===== src/rtl/hicore_regfile_mp.sv =====
// rtl/hicore_regfile_mp.sv - multi-port register file with per-register pending bits
// Optional same-cycle writeback-to-read bypass: HICORE_RF_BYPASS_EN.
module hicore_regfile_mp #(
    parameter int XLEN = 32,
    parameter int NREG = 32,
    parameter int NRD  = 2,
    parameter int NWR  = 1,
    parameter int IDXW = $clog2(NREG)
) (
    input  logic                 clk,
    input  logic                 rst,
    input  logic [NRD*IDXW-1:0]  rd_idx,
    output logic [NRD*XLEN-1:0]  rd_dat,
    output logic [NRD-1:0]       rd_busy,
    input  logic [NWR-1:0]       wb_wen,
    input  logic [NWR*IDXW-1:0]  wb_idx,
    input  logic [NWR*XLEN-1:0]  wb_dat,
    input  logic                 iss_wen,
    input  logic [IDXW-1:0]      iss_idx,
    output logic [NREG-1:0]      busy_vec
);

    logic [XLEN-1:0] mem [1:NREG-1];
    logic [NREG-1:0] pend;
    logic [NREG-1:0] pend_nxt;

    // Issue is applied after writeback clears so a newer producer keeps the bit set.
    always_comb begin
        pend_nxt = pend;
        for (int k = 0; k < NWR; k++) begin
            if (wb_wen[k]) begin
                pend_nxt[wb_idx[k*IDXW +: IDXW]] = 1'b0;
            end
        end
        if (iss_wen) begin
            pend_nxt[iss_idx] = 1'b1;
        end
        pend_nxt[0] = 1'b0;
    end

    always_ff @(posedge clk) begin
        if (rst) begin
            for (int i = 1; i < NREG; i++) begin
                mem[i] <= '0;
            end
            pend <= '0;
        end else begin
            // Later ports overwrite earlier ones, so the highest port wins.
            for (int i = 1; i < NREG; i++) begin
                for (int k = 0; k < NWR; k++) begin
                    if (wb_wen[k] && (wb_idx[k*IDXW +: IDXW] == IDXW'(i))) begin
                        mem[i] <= wb_dat[k*XLEN +: XLEN];
                    end
                end
            end
            pend <= pend_nxt;
        end
    end

    assign busy_vec = pend;

    always_comb begin
        rd_dat  = '0;
        rd_busy = '0;
        for (int j = 0; j < NRD; j++) begin
            for (int i = 1; i < NREG; i++) begin
                if (rd_idx[j*IDXW +: IDXW] == IDXW'(i)) begin
                    rd_dat[j*XLEN +: XLEN] = mem[i];
                end
            end
            rd_busy[j] = pend[rd_idx[j*IDXW +: IDXW]];
`ifdef HICORE_RF_BYPASS_EN
            for (int k = 0; k < NWR; k++) begin
                if (wb_wen[k] && (wb_idx[k*IDXW +: IDXW] == rd_idx[j*IDXW +: IDXW]) &&
                    (rd_idx[j*IDXW +: IDXW] != '0)) begin
                    rd_dat[j*XLEN +: XLEN] = wb_dat[k*XLEN +: XLEN];
                    rd_busy[j] = iss_wen && (iss_idx == rd_idx[j*IDXW +: IDXW]);
                end
            end
`endif
        end
    end

endmodule

===== config.mk =====
export PLATFORM = sky130hd
export DESIGN_NAME = hicore_regfile_mp
export DESIGN_NICKNAME = d
export VERILOG_FILES = /design/src/rtl/hicore_regfile_mp.sv
export SDC_FILE = /design/constraint.sdc
export NUM_CORES = 2
export LEC_CHECK = 0
export CORE_ASPECT_RATIO = 0.7
export CORE_MARGIN = 2
export CORE_UTILIZATION = 40
export CTS_CLUSTER_DIAMETER = 100
export DETAILED_ROUTE_END_ITERATION = 7
export PLACE_DENSITY_LB_ADDON = 0.15
export SETUP_SLACK_MARGIN = 0.3
export SYNTH_ARGS = -nofsm -noshare
export SYNTH_HDL_FRONTEND = slang
export SYNTH_SLANG_ARGS = --single-unit
export TNS_END_PERCENT = 50

===== constraint.sdc =====
create_clock -name clk -period 2.5 [get_ports clk]
set_input_delay 0.375 -clock clk [delete_from_list [all_inputs] [get_ports clk]]
set_output_delay 0.375 -clock clk [all_outputs]
set_load 0.05 [all_outputs]

After elaboration in Yosys (flattened, before gate mapping)

Memories as Yosys holds them, arrays and structs flattened.
Cells that the tools add are included.

Bitwise logic cells: 34
$lt $le $gt $ge: 6
Reduce and logical (&&, ||, !) cells: 33
Multiplexer cells: 198
Equality and inequality tests: 93

Operators with widths:

| operator                                                                             | number |
|---|---|
| 32-bit 2-to-1 mux                                                                    | 95 |
| 5-bit == test (second input constant)                                                | 48 |
| 5-bit by 4-bit == test with 1-bit output (second input constant)                     | 24 |
| 1-bit 2-to-1 mux                                                                     | 99 |
| 5-bit by 3-bit == test with 1-bit output (second input constant)                     | 12 |
| 1-bit logical AND                                                                    | 33 |
| 32-bit AND                                                                           | 1 |
| 32-bit inverter                                                                      | 1 |
| 32-bit bitwise OR                                                                    | 1 |
| 1-bit bitwise OR                                                                     | 31 |
| 5-bit by 2-bit == test with 1-bit output (second input constant)                     | 6 |
| 5-bit by 6-bit < comparator with 1-bit output (second input constant)                | 4 |
| 5-bit by 1-bit == test with 1-bit output (second input constant)                     | 3 |
| 1-bit binary-select mux with 5-bit select                                            | 2 |
| 1-bit demux with 5-bit select                                                        | 2 |
| 5-bit by 1-bit greater-or-equal comparator with 1-bit output (second input constant) | 2 |

Register bits after elaboration: 32
Output and inout bits: 98
Word-level logic and storage cells: 367
Memories: 1
RAM bits: 992
Input bits: 56

Memories:

| name | words | width | rd ports | clocked after memory_dff | write ports | line | source |
|---|---|---|---|---|---|---|---|
| mem  | 31    | 32    | 31       | 0                        | 31          | 23   | `logic [XLEN-1:0] mem [1:NREG-1];` |

Logic depth before layout (Yosys ltp)

Word-level depth: 32
Mapped depth: 12
Depth with buffers taken out: 7

Least setup slack after synthesis

OpenSTA, ideal clock, no wires.

Kind: input-to-output
From: input port rd_idx[8]
To: output port rd_dat[41]
Stages: 10
Data arrival time: 3.261 ns
Setup slack: -1.136 ns
Data required time: 2.125 ns
Path buffers: 3
Cells stage by stage: buf_2 > buf_4 > nor3b_4 > nand2_1 > buf_2 > o21ai_1 > a211oi_1 > a21oi_1 > nor2_1 > o41ai_1

Word-level cells in the longest chain between the ends: 32
Elaborated cells on any way between the ends: 62
Those cells by class: eq/ne (31); mux (31)

RTL lines:

| element                                  | line | source |
|---|---|---|
| start, declared                          | 12   | `input logic [NRD*IDXW-1:0] rd_idx,` |
| 5-bit by 1-bit == test with 1-bit output | 67   | `if (rd_idx[j*IDXW +: IDXW] == IDXW'(i)) begin` |
| 32-bit 2-to-1 mux (30 in series)         | 67   |  |
| 32-bit 2-to-1 mux (*)                    | 67   |  |
| end, declared                            | 13   | `output logic [NRD*XLEN-1:0] rd_dat,` |

Mark *: on every way between the ends. The rest lies on a longest branch, timed or not.

==> out/metrics.yaml <==
run_status:
  status: "finished with violations"
  violations: "DRC, setup timing"
clocking:
  cts_buffers: 107
  clock_sinks: 1023
  hold_buffers: 0
  cts_tree: "built"
  cts-htree-levels: 3
  cts_root_buf: "clkbuf_16"
  clk_pin_slew_worst_paths_ns: 0.07
  clk_latency_ns: 0.76
  clk_path_buf_depth: 3
routing:
  drt_iter0_drc: 11627
  dr.pass1.iters: 8
  vias: 58376
  vias_per_cell: 6.69
  avgRoutedWirePerCell_microns: 40.6
  wirelength_microns: 355000
  drc_errors: 7
  ant_nets: 0
timing:
  finalCritPeriodShare_pct: 146
  max-slew-margin-rel_pct: 39.6
  fin_crit_ns: 3.64
  fmax_mhz: 275
  setup_viol: 66
  setup_slack_ns: -1.14
  slew_violations: 0
  rsz0062_at_grt: "yes"
  finalHoldViolations: 0
  worst_slew_pin_slew_ns: 0.906
  skew_ns: 0
setup_path:
  timing.critical_path.mode_cell: "buf_4"
  cpMaxStageDelayCell: "a222oi_1"
  cp-start-kind: "flip-flop"
  worstPathRequired_ns: 2.12
  worstPathMaxFanout: 2
  worstPathArrival_ns: 3.26
  path_class: "flip-flop to output port"
  critPathMaxStageDelay_ns: 0.77
  cp-end-kind: "output port"
  crit_chain: "buf_4, mux2_4, a222oi_1, a211oi_1, buf_4, nor4_4, nor3_4, buf_6"
floorplan:
  io_pins: 154
  coreArea_sq_mm: 0.142
  dieArea_sq_mm: 0.146
  die_y_microns: 320
  initial_core_util_pct: 40.2
  fp.dieW_microns: 456
  rows: 116
layout:
  multi_input_area_sq_mm: 0.0281
  area_delta_synth_final_pct: 44.8
  fillCellCount: 11948
  final_cell_area_sq_mm: 0.0828
  layout_commonest_cell: "buf_4"
  drive_gt1_share_pct: 36.6
  seq_area_sq_mm: 0.0304
  final_cell_mix: "buf_4 (1106), and2_1 (997), edfxtp_1 (992), o21ai_0 (327), buf_12 (289)"
  nNetsFinal: 6793
job:
  maxCapViolCount: 0
yosys:
  async_flop_share_pct: 0
  synth_nets: 5515
  syn_inst: 5459
  ys_ff_latch: 1023
  syn_area_per_cell_sq_um: 10.5
  synthesis.area_sq_mm: 0.0572
  synth.distinct_cells: 93
  synth_edf_count: 992
  ys.flop_type: "edfxtp_1"
  synth_warnings: 0
  ys_seq_area_share_pct: 53.2
grt:
  busiest_layer: "met1"
  grt_max_degree: 39
  use_met1_pct: 67.1
  grt_pass1_wl_microns: 471000
  grt_pass1_vias: 54278
  gr-usage-all-layers_pct: 47.0
  use_met3_pct: 18.1
  antenna_found_initial: 29
  grt_overflow: 0
  grtUsageMet2_pct: 62.0
pwr:
  powerDensity_mw_per_mm2: 589
  peakVddDrop_v: 0.000596
  leakage_nw: 31.6
place:
  routabilityCongestion: 1.08
  preCtsSetupSlack_ns: -1.56
  io_buffers: 152
  place_area_sq_mm: 0.0728
  dpl.hpwl_microns: 266000
min_path:
  hp-class: "input pin to flip-flop"
-- per-stage QoR --
| step | instances | hold WS [ns] | total power [W] | utilization [%] | setup TNS [ns] |
|---|---|---|---|---|---|
| final | 8732 | 0.386 | 0.0488 | 58.2 | -48.94 |
| after global routing | 8721 | 0.384 | 0.0493 | 58.1 | -50.20 |
| after CTS | 8654 | 0.336 | 0.0479 | 56.8 | -46.68 |
| after detailed placement | 8316 | 0.523 | 0.0299 | 51.2 | -66.12 |
| after global placement | 8316 | 0.510 | 0.0299 | 51.2 | -66.22 |
| after floorplan | 5459 | 0.505 | 0.0242 | - | -2.94 |
-- synthesized netlist by cell type, drive strengths merged, types with 77 or more instances --
library cell / instances / share of area, %
a22oi: 136 / 1.8
o22ai: 212 / 2.3
nand2: 290 / 1.9
edfxtp: 992 / 52
buf: 197 / 1.9
o21ai: 426 / 3.7
nor2: 371 / 2.5
o221ai: 82 / 1.3
a21oi: 324 / 2.8
mux2i: 129 / 2.3
and2: 1001 / 11
nand3: 77 / 0.68
clkbuf: 332 / 2.2
-- worst paths after layout --
kind | depth (start not counted) | from | slack (ns) | end
worst min register to register | 2 | busy_vec[31] | 0.52 | busy_vec[31]
worst max register to register | 3 | busy_vec[10] | 1.62 | busy_vec[10]
worst min-delay path | 3 | iss_idx[1] | 0.39 | busy_vec[23]
worst max-delay path | 8 | mem[0][189] | -1.14 | rd_dat[29]
-- per-layer routing --
metal	up-vias	wire, microns	part of all wire [%]
met3	911	56800	16
li1	23057	-	-
met1	29159	142000	40
met2	5241	135000	38
met5	-	175	0.049
met4	8	20400	5.8
-- state kept, by name, indices dropped and copies added (netlist names) --
register	cells
mem	992
busy_vec	31
-- report_power, final --
part	leakage, nW	switching (W)	internal (W)	total (W)
Sequential	9.72	0.000849	0.0197	0.0206
Combinational	20.1	0.00648	0.00426	0.0107
Clock	1.78	0.00776	0.00967	0.0174
-- worst max-delay path: cells and delay by family (launching register included) --
kind	cells	cell delay, ns
compound gates	2	0.95
buf+inv	3	0.51
flops	1	0.39
mux	1	0.29
simple gates	2	0.33
-- area by class of cell --
class | count | area share, %
sequential | 1023 | 36.8
multi-input combinational | 3851 | 34.0
clock buffer | 125 | 3.42
antenna | 13 | 0.0393
tap | 1888 | 2.85
inverter | 56 | 0.277
timing repair buffer | 1698 | 21.7
clock inverter | 78 | 0.988
-- logic make-up after synthesis --
kind of cell | Yosys count | share of synthesized area, %
flip-flops | 1023 | 53.2
multiplexers | 194 | 4.23
AO/OA/AOI/OAI | 1678 | 19.2
buffers and inverters | 585 | 4.48
other | 1 | 0.00656
AND/OR/NAND/NOR | 1978 | 19.0
-- repair_timing --
| item | CTS | global route |
|---|---|---|
| endpoints found under the hold margin | 0 | 0 |
| setup buffers | 126 | 59 |
| gates cloned | 9 | 6 |
| endpoints found under the setup margin | 97 | 97 |
| gates resized for setup | 703 | 316 |
| pin swaps | 235 | 134 |
Power figures use the tool's default switching activity.
